`src/rtl/seg7_scan.sv`:
```
// Multiplexed scan controller for a row of common-anode 7-segment digits.
// Double-buffered value/dots, swapped only at frame boundaries; optional leading-zero blanking.
module seg7_scan #(
  parameter int NDIG     = 8,
  parameter int SCAN_DIV = 50000
) (
  input  logic              CLK,
  input  logic              RST,
  input  logic [4*NDIG-1:0] VALUE,
  input  logic [NDIG-1:0]   DOTS,
  input  logic              LOAD,
  input  logic              BLANK_LZ,
  output logic [3:0]        DIN,
  output logic              DOT,
  output logic [NDIG-1:0]   nDIGIT,
  output logic              PENDING,
  output logic              FRAME
);

  localparam int PW = (SCAN_DIV > 1) ? $clog2(SCAN_DIV) : 1;
  localparam int IW = $clog2(NDIG);

  logic [PW-1:0]     pcnt_q,  pcnt_d;
  logic [IW-1:0]     idx_q,   idx_d;
  logic [4*NDIG-1:0] dval_q,  dval_d;
  logic [NDIG-1:0]   ddots_q, ddots_d;
  logic [4*NDIG-1:0] pval_q,  pval_d;
  logic [NDIG-1:0]   pdots_q, pdots_d;
  logic              pflag_q, pflag_d;
  logic              frame_q, frame_d;

  logic tick;
  logic boundary;

  assign tick     = (pcnt_q == PW'(SCAN_DIV - 1));
  assign boundary = tick && (idx_q == IW'(NDIG - 1));

  always_comb begin
    pcnt_d  = tick ? '0 : pcnt_q + PW'(1);
    idx_d   = idx_q;
    dval_d  = dval_q;
    ddots_d = ddots_q;
    pval_d  = pval_q;
    pdots_d = pdots_q;
    pflag_d = pflag_q;
    frame_d = boundary;
    if (tick) begin
      idx_d = (idx_q == IW'(NDIG - 1)) ? '0 : idx_q + IW'(1);
    end
    if (boundary && pflag_q) begin
      dval_d  = pval_q;
      ddots_d = pdots_q;
      pflag_d = 1'b0;
    end
    // A load on the boundary cycle re-arms the flag after the copy took the old contents.
    if (LOAD) begin
      pval_d  = VALUE;
      pdots_d = DOTS;
      pflag_d = 1'b1;
    end
  end

  always_ff @(posedge CLK) begin
    if (RST) begin
      pcnt_q  <= '0;
      idx_q   <= '0;
      dval_q  <= '0;
      ddots_q <= '0;
      pval_q  <= '0;
      pdots_q <= '0;
      pflag_q <= 1'b0;
      frame_q <= 1'b0;
    end else begin
      pcnt_q  <= pcnt_d;
      idx_q   <= idx_d;
      dval_q  <= dval_d;
      ddots_q <= ddots_d;
      pval_q  <= pval_d;
      pdots_q <= pdots_d;
      pflag_q <= pflag_d;
      frame_q <= frame_d;
    end
  end

  logic [3:0]      sel_nib;
  logic            sel_dot;
  logic [NDIG-1:0] sel_oh;
  logic            upper_zero;
  logic            blank;

  always_comb begin
    sel_nib    = '0;
    sel_dot    = 1'b0;
    sel_oh     = '0;
    upper_zero = 1'b1;
    for (int unsigned k = 0; k < NDIG; k++) begin
      if (idx_q == IW'(k)) begin
        sel_nib   = dval_q[4*k +: 4];
        sel_dot   = ddots_q[k];
        sel_oh[k] = 1'b1;
      end
      if ((IW'(k) >= idx_q) && (dval_q[4*k +: 4] != 4'h0)) begin
        upper_zero = 1'b0;
      end
    end
    blank  = BLANK_LZ && (idx_q != '0) && upper_zero && !sel_dot;
    DIN    = blank ? 4'h0 : sel_nib;
    DOT    = blank ? 1'b0 : sel_dot;
    nDIGIT = blank ? '1 : ~sel_oh;
  end

  assign PENDING = pflag_q;
  assign FRAME   = frame_q;

endmodule

```
`config.mk`:
```
export PLATFORM = sky130hd
export DESIGN_NAME = seg7_scan
export DESIGN_NICKNAME = d
export VERILOG_FILES = /design/src/rtl/seg7_scan.sv
export SDC_FILE = /design/constraint.sdc
export NUM_CORES = 1
export LEC_CHECK = 0
export ABC_CLOCK_PERIOD_IN_PS = 2200
export CAP_MARGIN = 40
export CORE_MARGIN = 2
export CORE_UTILIZATION = 49
export CTS_CLUSTER_SIZE = 12
export DETAILED_ROUTE_END_ITERATION = 7
export PLACE_DENSITY = 0.76
export RECOVER_POWER = 100
export SYNTH_ARGS = -nofsm -noshare
export SYNTH_HDL_FRONTEND = slang
export SYNTH_SLANG_ARGS = --single-unit
```
`constraint.sdc`:
```
create_clock -name CLK -period 2.2 [get_ports CLK]
set_input_delay 0.44 -clock CLK [delete_from_list [all_inputs] [get_ports CLK]]
set_output_delay 0.44 -clock CLK [all_outputs]
set_load 0.1 [all_outputs]
```
### Yosys cells after proc, flatten, opt, wreduce, memory -nomap -nowiden

Cells that the tools add are included.

| cells by class | value |
|---|---|
| add/sub/neg operators | 2 |
| multipliers | 0 |
| div/mod/pow operators | 0 |
| order comparisons | 8 |
| equality and inequality tests | 8 |
| shift-type cells | 0 |
| multiplexer cells | 38 |
| bitwise gates (word level) | 1 |
| reduce and logical (&&, ||, !) cells | 26 |

Operators by type and width:

| cell | count |
|---|---|
| $mux 4 | 9 |
| $reduce_bool 4->1 | 8 |
| $mux 1 | 27 |
| $add 16x1->16 const B | 1 |
| $eq 16x16->1 const B | 1 |
| $logic_and 1x1->1 | 13 |
| $eq 3x3->1 const B | 4 |
| $ge 3x3->1 const A | 4 |
| $mux 8 | 1 |
| $not 8->8 | 1 |
| $eq 3x2->1 const B | 2 |
| $ge 1x3->1 const A | 2 |
| $ge 2x3->1 const A | 2 |
| $add 3x1->3 const B | 1 |
| $eq 3x1->1 const B | 1 |
| $logic_not 3->1 | 1 |
| $mux 3 | 1 |
| $reduce_bool 3->1 | 1 |
| $reduce_bool 2->1 | 1 |
| $reduce_or 2->1 | 1 |
| $logic_not 1->1 | 1 |

| storage, ports and cells | value |
|---|---|
| register bits | 101 |
| latch bits | 0 |
| RAM bits | 0 |
| memory bits (read-only) | 0 |
| bits of input ports | 44 |
| output and inout port bits | 15 |
| memories kept | 0 |

### Longest topological paths before layout

Gate-level depths: netlist of run 1.

| depth | value |
|---|---|
| depth after elaboration | 13 |
| depth in mapped cells | 9 |
| mapped depth without buffers | 7 |

### Worst setup path before layout of run 1

OpenSTA, ideal clock, no wires.

| timing | value |
|---|---|
| kind | register to output |
| start point | reg idx_q[1] |
| end point | out nDIGIT[1] |
| arrival | 2,918 ps |
| required time | 1,760 ps |
| setup slack | -1,158 ps |
| stages on the path, launching flop included | 10 |
| cell sequence | dfxtp_1 > buf_2 > inv_1 > ha_1 > clkbuf_1 > nand2b_1 > nand3_1 > a21oi_1 > o2111ai_2 > nand3_1 |

| between the ends | value |
|---|---|
| word-level cells in the longest chain between the ends | 13 |
| elaborated cells on any way between the ends | 48 |
| those cells by class | order compare: 8; eq/ne: 7; mux: 18; bitwise: 1; reduce/logical: 14 |

RTL lines:

| what | line | RTL |
|---|---|---|
| start, declared | 24 | `logic [IW-1:0] idx_q, idx_d;` |
| start signal, assigned | 75 | `idx_q <= idx_d;` |
| $ge 1x3->1 | 102 | `if ((IW'(k) >= idx_q) && (dval_q[4*k +: 4] != 4'h0)) begin` |
| $logic_and 1x1->1 | 102 |  |
| $mux 1 (8 in series) | 102 |  |
| $logic_and 1x1->1 (2 in series) | 106 | `blank = BLANK_LZ && (idx_q != '0) && upper_zero && !sel_dot;` |
| $mux 8 * | 109 | `nDIGIT = blank ? '1 : ~sel_oh;` |
| end, declared | 15 | `output logic [NDIG-1:0] nDIGIT,` |

Mark *: on every way between the ends. The rest lies on a longest branch, timed or not.

### Worst setup path in the final report of run 1

| timing | value |
|---|---|
| start point | reg idx_q[1] |
| end point | out nDIGIT[6] |

The elaborated chain is that of the path after synthesis.

==> reports/metrics.cfg, run 1 <==
[route]
first_iter_violations = 143
drc = 0
routedWlPerCell_um = 14.2
routed_via_density = 5.21
via_count = 3731
wirelength_um = 10200
first_pass_iters = 5
ant_nets = 0

[global_route]
grt_pass1_vias = 3667
grt_pass1_wl_um = 16900
overflow = 0
grtUsageTotal_pct = 21.4
antenna_found_initial = 0
grt_max_degree = 59

[clock_network]
numCtsBuffers = 9
root_buffer = clkbuf_8
cts_tree = yes
clock_path_buffers = 2
cts.sinks = 101
clk_latency_ns = 0.36
path_clk_slew_ns = 0.10
htree_levels = 3

[die]
num_rows = 34
dieHeight_um = 97.9
die_x_um = 97.9
die-area_um2 = 9580
core_area_um2 = 8640
start_util_pct = 50.0
num_io_pins = 59

[place]
place_ws_ns = -0.0987
port_buffers = 58
gp_congestion = 0.945
placed_area_um2 = 5610
place_hpwl_um = 7560

[critical_path]
cp_cell_sequence = inv_2 -> ha_4 -> o21ai_2 -> o311ai_4 -> a211oi_2 -> o2111ai_4 -> buf_12 -> nand3_4 -> buf_12
critical-path-top-delay-family = compound AO/OA/AOI/OAI gates
startpoint_type = flip-flop
worstSetupEndpointType = primary output
max_stage_delay_ns = 0.40
crit_fanout = 7
path_class = flip-flop to primary output
critPathArrivalTime_ns = 2.20
critPathBufInv = 3
critPathSlowestCell = dfxtp_4
crit_required_ns = 1.76
path_common_cell = buf_12

[synth]
ys_types = 40
synth_nets = 561
synth_seq_cells = 101
async_reset_ff_share_pct = 0
yosysSeqAreaShare_pct = 46.8
yosys_warnings = 0
synth_edf_count = 0
netlist_instances = 512
syn_area_per_cell_um2 = 8.43
syn_area_um2 = 4320
synthFlopType = dfxtp_1

[sta]
finalCritPeriodShare_pct = 120
clock_skew_ns = 0.0144
tns_ns = -4.52
setup_ws_ns = -0.439
clock.fmax_ghz = 0.379
fin_crit_ns = 2.64
hold_viol = 0
slew_viol_final = 0
rsz0062_at_grt = true
relSlewSlack_pct = 12.0
tightest_slew_ns = 1.32
setup_viol = 12

[pwr]
power_uw = 3210
clock_power_share_pct = 34.0
ir_drop_mv = 0.475
pwr_density_cell_nw_per_um2 = 545
switching_share_pct = 24.5
power_leakage_uw = 0.00233
p_seq_share_pct = 59.3
intPower_uw = 2420
comb_power_share_pct = 6.7
switchingPower_uw = 785

[final_layout]
nets = 652
final_common_cell = dfxtp_1
finalInstanceArea_um2 = 5890
drive_gt1_share_pct = 23.2
area_growth_pct = 36.4
antenna_cells = 0
final_cell_mix = 98 x dfxtp_1, 96 x nand2_1, 69 x nor2_1, 46 x buf_4, 42 x mux2i_1

[job]
drv_cap = 0

[status]
status = complete, but fails checks
violations = setup timing

[min_path]
hold_class = flip-flop to flip-flop

## through the flow
stage | utilization, % | std cells | hold slack, ns
global placement | 65.0 | 702 | 0.444
floorplan | - | 512 | 0.430
finish | 68.2 | 716 | 0.460
detailed placement | 65.0 | 702 | 0.444
global route | 68.2 | 716 | 0.470
CTS | 68.1 | 720 | 0.460
## cell usage after synthesis (2+ instances only)
| cell | number | area, um2 |
|---|---|---|
| nand2_1 | 102 | 383 |
| dfxtp_1 | 101 | 2020 |
| nor2_1 | 71 | 267 |
| a21oi_1 | 45 | 225 |
| mux2i_1 | 42 | 420 |
| nand3_1 | 17 | 85.1 |
| o21ai_0 | 17 | 85.1 |
| clkbuf_1 | 15 | 56.3 |
| buf_2 | 10 | 50.1 |
| a21oi_2 | 8 | 70.1 |
| inv_1 | 8 | 30.0 |
| nor4_1 | 8 | 50.1 |
| and3_1 | 7 | 43.8 |
| xnor2_1 | 7 | 61.3 |
| xor2_1 | 7 | 61.3 |
| and2_1 | 5 | 31.3 |
| ha_1 | 5 | 62.6 |
| a221oi_1 | 4 | 35.0 |
| buf_6 | 4 | 45.0 |
| nand4_1 | 4 | 25.0 |
| nand2b_1 | 3 | 18.8 |
| a211oi_1 | 2 | 15.0 |
| buf_4 | 2 | 15.0 |
| nand3b_1 | 2 | 15.0 |
## path summary, 6_finish.rpt
check | slack (ns) | depth (start not counted) | from | end
max | -0.44 | 9 | idx_q[1]$_SDFFE_PP0N_ | nDIGIT[6]
min | 0.46 | 2 | pval_q[2]$_SDFFE_PP0P_ | dval_q[2]$_SDFFE_PP0P_
max reg2reg | 0.09 | 7 | pcnt_q[0]$_SDFF_PP0_ | ddots_q[7]$_SDFFE_PP0P_
min reg2reg | 0.46 | 2 | pval_q[2]$_SDFFE_PP0P_ | dval_q[2]$_SDFFE_PP0P_
## worst min-delay path, stage by stage, from the launching register on
cell,delay [ns]
dfxtp_1,0.32
nand2_1,0.05
a21oi_1,0.05
## layout make-up
| cell class | count | area, um2 |
|---|---|---|
| Clock buffer | 10 | 128 |
| Clock inverter | 6 | 52.6 |
| Fill cell | 714 | 2750 |
| Inverter | 8 | 32.5 |
| Multi-Input combinational cell | 371 | 2410 |
| Sequential cell | 101 | 2030 |
| Tap cell | 108 | 135 |
| Timing Repair Buffer | 112 | 1100 |
## power by group through the flow
stage	sequential [uW]	combinational, uW	clock (uW)
2_1_floorplan	1950	113	0
6_report	1900	216	1090
3_5_place_dp	1950	220	0
4_1_cts	1900	220	1110
3_3_place_gp	1950	213	0
5_1_grt	1910	237	1190
## logic make-up after synthesis
family,synth area share [%]
flops,46.8
buf+inv,4.64
xor+xnor,2.84
simple gates,23.1
mux,9.74
compound gates,11.4
fa+ha+maj,1.45
## registers in the layout, summed over array words and instances (netlist names)
name / cells
pcnt_q: 16
ddots_q: 8
idx_q: 3
FRAME: 1
pval_q: 32
pdots_q: 8
dval_q: 32
PENDING: 1
## per-layer routing
layer	up-vias	global-route usage [%]	part of all wire (%)
li1	1907	-	-
met1	1751	27.3	47
met2	65	37.1	49
met3	8	4.65	3.3
met4	0	5.24	1.0
met5	-	0	0
## repair_timing
item | CTS | global route
hold buffers | 0 | 0
pin swaps | 8 | 12
buffers inserted | 2 | 1
endpoints found under the setup margin | 12 | 12
gates resized for setup | 24 | 23
(Power assumes the default switching activity.)
==> run 2, diff against run 1 <==
CAP_MARGIN = 5   (was 40)
==> results of run 2 <==
Same layout as run 1: the final DEF is identical, and so are final timing and power.
